**config.mk**
```make
export PLATFORM = sky130hd
export DESIGN_NAME = video_frame_capture_flat
export DESIGN_NICKNAME = d
export VERILOG_FILES = /design/src/rtl/video_frame_capture_if.sv /design/src/rtl/video_frame_capture.sv /design/src/flat_wrapper.sv
export SDC_FILE = /design/constraint.sdc
export NUM_CORES = 1
export LEC_CHECK = 0
export CAP_MARGIN = 20
export CORE_UTILIZATION = 44
export CTS_CLUSTER_SIZE = 40
export DETAILED_ROUTE_END_ITERATION = 8
export PLACE_DENSITY_LB_ADDON = 0.15
export SLEW_MARGIN = 10
export SYNTH_ARGS = -nofsm -noshare
export SYNTH_HDL_FRONTEND = slang
export SYNTH_SLANG_ARGS = --single-unit
```
**constraint.sdc**
```tcl
create_clock -name clk -period 6.76 [get_ports clk]
set_input_delay 1.352 -clock clk [delete_from_list [all_inputs] [get_ports clk]]
set_output_delay 1.352 -clock clk [all_outputs]
set_load 0.02 [all_outputs]
```
**src/rtl/video_frame_capture_if.sv**
```systemverilog
// Video input and pixel-memory write bus of the frame capture block.
interface video_frame_capture_if #(
    parameter int unsigned ADDR_W = 19
);
    logic              start;
    logic              hsync;
    logic              vsync;
    logic              den;
    logic [23:0]       rgb_in;
    logic              write_enable;
    logic [ADDR_W-1:0] address;
    logic [7:0]        data_output;
    logic              busy;
    logic              frame_done;
    logic              short_frame;

    modport master (
        output start, hsync, vsync, den, rgb_in,
        input  write_enable, address, data_output, busy, frame_done, short_frame
    );

    modport slave (
        input  start, hsync, vsync, den, rgb_in,
        output write_enable, address, data_output, busy, frame_done, short_frame
    );
endinterface

```
**src/rtl/video_frame_capture.sv**
```systemverilog
// Captures one video frame on request, converting RGB to 8-bit grayscale and
// issuing row-major pixel-memory writes through a two-stage pipeline.
module video_frame_capture #(
    parameter int unsigned H_ACTIVE = 640,
    parameter int unsigned V_ACTIVE = 480,
    parameter int unsigned ADDR_W   = 19
) (
    input  logic                 clk,
    input  logic                 reset,
    video_frame_capture_if.slave bus
);
    localparam int unsigned COL_W = $clog2(H_ACTIVE + 1);
    localparam int unsigned ROW_W = $clog2(V_ACTIVE + 1);
    localparam logic [COL_W-1:0]  COL_END   = COL_W'(H_ACTIVE);
    localparam logic [COL_W-1:0]  COL_LAST  = COL_W'(H_ACTIVE - 1);
    localparam logic [ROW_W-1:0]  ROW_LAST  = ROW_W'(V_ACTIVE - 1);
    localparam logic [ADDR_W-1:0] LINE_STEP = ADDR_W'(H_ACTIVE);

    typedef enum logic [1:0] {
        IDLE       = 2'd0,
        WAIT_FRAME = 2'd1,
        CAPTURE    = 2'd2,
        DONE       = 2'd3
    } state_t;

    state_t            state_q, state_d;
    logic              vsync_q, den_q;
    logic [COL_W-1:0]  col_q;
    logic [ROW_W-1:0]  row_q;
    logic [ADDR_W-1:0] line_base_q;
    logic              s0_valid_q;
    logic [ADDR_W-1:0] s0_addr_q;
    logic [23:0]       s0_rgb_q;
    logic              we_q, busy_q, frame_done_q, short_frame_q;
    logic [ADDR_W-1:0] addr_q;
    logic [7:0]        data_q;
    logic              frame_start, accept, abort, clear_cnt, done_pulse;
    logic [15:0]       gray_sum;
    logic              unused_hsync;

    // Frame starts on the rising edge of vsync (end of the sync pulse).
    assign frame_start  = !vsync_q && bus.vsync;
    assign unused_hsync = bus.hsync;

    assign gray_sum = 16'd77  * {8'd0, s0_rgb_q[23:16]}
                    + 16'd150 * {8'd0, s0_rgb_q[15:8]}
                    + 16'd29  * {8'd0, s0_rgb_q[7:0]};

    always_ff @(posedge clk or posedge reset) begin
        if (reset) state_q <= IDLE;
        else       state_q <= state_d;
    end

    always_comb begin
        state_d    = state_q;
        accept     = 1'b0;
        abort      = 1'b0;
        clear_cnt  = 1'b0;
        done_pulse = 1'b0;
        case (state_q)
            IDLE: begin
                if (bus.start) state_d = WAIT_FRAME;
            end
            WAIT_FRAME: begin
                if (frame_start) begin
                    state_d   = CAPTURE;
                    clear_cnt = 1'b1;
                end
            end
            CAPTURE: begin
                if (frame_start) begin
                    state_d = IDLE;
                    abort   = 1'b1;
                end else if (bus.den && (col_q < COL_END)) begin
                    accept = 1'b1;
                    if ((row_q == ROW_LAST) && (col_q == COL_LAST)) state_d = DONE;
                end
            end
            DONE: begin
                // Last pixel leaves stage 0 this cycle; frame_done follows its write.
                if (!s0_valid_q) begin
                    state_d    = IDLE;
                    done_pulse = 1'b1;
                end
            end
            default: state_d = IDLE;
        endcase
    end

    always_ff @(posedge clk or posedge reset) begin
        if (reset) begin
            vsync_q       <= 1'b1;
            den_q         <= 1'b0;
            col_q         <= '0;
            row_q         <= '0;
            line_base_q   <= '0;
            s0_valid_q    <= 1'b0;
            s0_addr_q     <= '0;
            s0_rgb_q      <= '0;
            we_q          <= 1'b0;
            addr_q        <= '0;
            data_q        <= '0;
            busy_q        <= 1'b0;
            frame_done_q  <= 1'b0;
            short_frame_q <= 1'b0;
        end else begin
            vsync_q <= bus.vsync;
            den_q   <= bus.den;

            // Column saturates at H_ACTIVE so overlong lines are discarded.
            if (clear_cnt) begin
                col_q       <= '0;
                row_q       <= '0;
                line_base_q <= '0;
            end else if (state_q == CAPTURE) begin
                if (den_q && !bus.den) begin
                    col_q <= '0;
                    if (col_q != '0) begin
                        row_q       <= row_q + ROW_W'(1);
                        line_base_q <= line_base_q + LINE_STEP;
                    end
                end else if (bus.den && (col_q < COL_END)) begin
                    col_q <= col_q + COL_W'(1);
                end
            end

            s0_valid_q <= accept;
            if (accept) begin
                s0_addr_q <= line_base_q + ADDR_W'(col_q);
                s0_rgb_q  <= bus.rgb_in;
            end

            // An abort drops the pixel still in stage 0.
            we_q <= s0_valid_q && !abort;
            if (s0_valid_q && !abort) begin
                addr_q <= s0_addr_q;
                data_q <= gray_sum[15:8];
            end

            busy_q       <= (state_d != IDLE);
            frame_done_q <= done_pulse;
            if (abort)                             short_frame_q <= 1'b1;
            else if (state_q == IDLE && bus.start) short_frame_q <= 1'b0;
        end
    end

    assign bus.write_enable = we_q;
    assign bus.address      = addr_q;
    assign bus.data_output  = data_q;
    assign bus.busy         = busy_q;
    assign bus.frame_done   = frame_done_q;
    assign bus.short_frame  = short_frame_q;
endmodule

```
**src/flat_wrapper.sv**
```systemverilog
// flat-port wrapper written by rule: the top's interface ports become plain ports
module video_frame_capture_flat 
#(
    parameter int unsigned H_ACTIVE = 640,
    parameter int unsigned V_ACTIVE = 480,
    parameter int unsigned ADDR_W   = 19
)
  (clk, reset, bus_start, bus_hsync, bus_vsync, bus_den, bus_rgb_in, bus_write_enable, bus_address, bus_data_output, bus_busy, bus_frame_done, bus_short_frame);
  video_frame_capture_if #(.ADDR_W(ADDR_W)) bus_i ();
  input  logic clk;
  input  logic reset;
  input wire logic [$bits(bus_i.start)-1:0] bus_start;
  input wire logic [$bits(bus_i.hsync)-1:0] bus_hsync;
  input wire logic [$bits(bus_i.vsync)-1:0] bus_vsync;
  input wire logic [$bits(bus_i.den)-1:0] bus_den;
  input wire logic [$bits(bus_i.rgb_in)-1:0] bus_rgb_in;
  output wire logic [$bits(bus_i.write_enable)-1:0] bus_write_enable;
  output wire logic [$bits(bus_i.address)-1:0] bus_address;
  output wire logic [$bits(bus_i.data_output)-1:0] bus_data_output;
  output wire logic [$bits(bus_i.busy)-1:0] bus_busy;
  output wire logic [$bits(bus_i.frame_done)-1:0] bus_frame_done;
  output wire logic [$bits(bus_i.short_frame)-1:0] bus_short_frame;
  assign bus_i.start = bus_start;
  assign bus_i.hsync = bus_hsync;
  assign bus_i.vsync = bus_vsync;
  assign bus_i.den = bus_den;
  assign bus_i.rgb_in = bus_rgb_in;
  assign bus_write_enable = bus_i.write_enable;
  assign bus_address = bus_i.address;
  assign bus_data_output = bus_i.data_output;
  assign bus_busy = bus_i.busy;
  assign bus_frame_done = bus_i.frame_done;
  assign bus_short_frame = bus_i.short_frame;
  video_frame_capture #(.H_ACTIVE(H_ACTIVE), .V_ACTIVE(V_ACTIVE), .ADDR_W(ADDR_W)) u_core (.clk(clk), .reset(reset), .bus(bus_i));
endmodule
```
==> results.ini <==
[sta]
slew_viol_final = 0
layout_min_cycle_time_ns = 6.47
fin_crit_sh_pct = 95.8
rsz0062_at_grt = no
relSlewSlack_pct = 47.2
holdWs_ns = 0.471
finalSetupTns_ns = 0
tightest_slew_ns = 0.784
finalClockSkew_ns = 0.0147
setup_viol = 0
finalHoldViolCount = 0
max_freq_mhz = 154

[synth]
synth_edf_count = 0
yosys-top-cells-area = dfrtp_1, ha_1, fa_1
synth_top_cell_area_share_pct = 34.9
synthAdderAreaFrac_pct = 28.7
synth_top_family_by_area = adder cells
synth_most_common_cell = nand2_1
synthArstFlopShare_pct = 100
synthTopCellsByCount = nand2_1, dfrtp_1, inv_1
syn-mean-instance-area_um2 = 9.65
synth_area_um2 = 7810
synth_warnings = 0
yosysTopAreaCell = dfrtp_1
synth-simple-area-share_pct = 16.4
yosys.cell_types.count = 56
synth_compound_area_share_pct = 7.68
synth_seq_cells = 110
synth-xor-area-share_pct = 5.56
ys_seq_area_share_pct = 35.3
synthCells = 809
ys.flop_type = dfrtp_1
synth_fp_nets = 985
muxShareOfSynthArea_pct = 0.272

[setup_path]
path_cells = ha_1 > ha_1 > inv_1 > fa_1 > inv_1 > fa_1 > ha_1 > xnor2_2 > fa_1 > fa_1 > inv_1 > fa_1 > fa_1 > inv_1 > ha_1 > a21oi_1 > o21a_1 > o31ai_4 > a41o_1 > xnor3_1 > o21ai_1
path_class = flip-flop to flip-flop
cp_slowest_stage_delay_ns = 0.57
crit_arrival_ns = 6.76
startpoint_type = flip-flop
reg2reg_from = u_core.s0_rgb_q[12]
critPathRequiredTime_ns = 7.04
startpoint = u_core.s0_rgb_q[12]
cpMaxStageDelayCell = fa_1
cp_common_cell = fa_1
cp-end-kind = flip-flop
crit_fanout = 5

[floorplanning]
die_w_um = 135
io_pins = 61
core_um2 = 17300
start_util_pct = 45.1
die_area_um2 = 18300
die_height_um = 135
rows = 48

[place]
dpl.cell_count = 1076
post-dp-hpwl_mm = 12.0
port_buffers = 59
gp_congestion = 0.816

[detailed_routing]
final_antenna_net_count = 0
first_iter_violations = 294
totalWireLength_mm = 16.0
via_count = 5504
drc = 0
vias_per_cell = 5.04
post_drt_wl_per_cell_um = 14.7
firstDrtPassIters = 4

[clock_tree]
htree_levels = 3
cts-buffers-inserted = 9
clock_sinks = 110
hold_buffers = 0
insertion_delay_ns = 0.36
cts_tree = built
path_clk_slew_ns = 0.08
cts_root_buf = clkbuf_16
cts_buffer_depth = 2

[run]
maxCapViolCount = 0

[grt]
grt_max_degree = 65
grt_pass1_wl_mm = 28.1
grt_pass1_vias = 5857
grt_usage_pct = 19.5
antenna_found_initial = 0
grt_overflow = 0

[cells_and_area]
nets = 1039
stdcell_count = 1093
n_antenna_cell = 0
final_core_util_pct = 51.9
syn2layout_area_growth_pct = 15.0
drive_gt1_share_pct = 4.38
fillerInstances = 1629

[min_path]
worstHoldPathType = flip-flop to flip-flop
min_from = u_core.s0_addr_q[17]

[outcome]
status = complete, no violations

cell usage in the layout (no fill, tap or decap), drive strengths merged, types with 4 or more instances in the layout:
cell           instances
nand2                179
dfrtp                109
inv                  106
ha                    91
clkdlybuf4s50         59
fa                    55
nor2                  42
o21ai                 42
xnor2                 32
xor2                  15
nand3                 14
a21oi                 14
o21a                  11
clkbuf                10
nor3                   9
nor2b                  5
nand4                  5
a21o                   5
and2                   5
nor4                   5
and3                   4
nor3b                  4
or3                    4
buf                    4
layout make-up:
type	count	area, µm²	share of cell area [%]
Timing Repair Buffer	63	621	6.91
Clock inverter	6	85.1	0.948
Multi-Input combinational cell	576	4610	51.3
Inverter	103	389	4.34
Tap cell	225	282	3.14
Clock buffer	10	239	2.66
Sequential cell	110	2750	30.7
cells by family (layout without fill, tap and decap cells):
group                    Yosys count  in the layout
multiplexers                       2              2
AO/OA/AOI/OAI                     93             93
AND/OR/NAND/NOR                  287            287
buffers and inverters            123            182
adder cells (fa/ha/maj)          146            146
flip-flops                       110            110
XOR/XNOR                          48             48
critical path: cells and delay by family (launching register included):
| family | cells | cell delay, ns |
|---|---|---|
| adder cells (fa/ha/maj) | 10 | 4.32 |
| flip-flops | 1 | 0.46 |
| AO/OA/AOI/OAI | 5 | 0.89 |
| XOR/XNOR | 2 | 0.52 |
| buffers and inverters | 4 | 0.20 |
final timing paths:
kind                       cells after the start  slack (ns)                   endpoint
max reg2reg                                   21        0.29  u_core.bus.data_output[7]
min in group asynchronous                      2        1.43         u_core.s0_rgb_q[4]
max                                           21        0.29  u_core.bus.data_output[7]
max in group asynchronous                      3        4.07      u_core.line_base_q[8]
min                                            2        0.47     u_core.bus.address[17]
min reg2reg                                    2        0.47     u_core.bus.address[17]
state kept, by name, indices dropped and copies added, names as in the netlist, 2 cells and up:
| signal | count |
|---|---|
| u_core.line_base_q | 12 |
| u_core.col_q | 10 |
| u_core.bus.data_output | 8 |
| u_core.bus.address | 19 |
| u_core.state_q | 2 |
| u_core.row_q | 9 |
| u_core.s0_rgb_q | 24 |
| u_core.s0_addr_q | 19 |
what timing repair did:
action	in CTS	in global routing
setup buffers	0	1
endpoints found under the hold margin	0	0
gates resized for setup	0	2
endpoints found under the setup margin	0	3
routing by layer:
layer | part of all wire (%) | vias up | GRT usage (%)
met4 | 1.0 | 0 | 4.56
met5 | 0 | - | 0
li1 | - | 2716 | -
met1 | 45 | 2712 | 24.7
met3 | 2.5 | 13 | 3.11
met2 | 52 | 63 | 34.8
per-stage QoR:
stage,setup WS [ns],instance area [µm²]
6_report,0.285,8980
5_1_grt,0.0389,8980
4_1_cts,0.158,8950
3_5_place_dp,0.222,8630
3_3_place_gp,0.277,8630
2_1_floorplan,0.707,7810
Power is left out: the tool's default activity adds up to more than one toggle a clock period on the data nets, which glitch-free logic cannot reach.
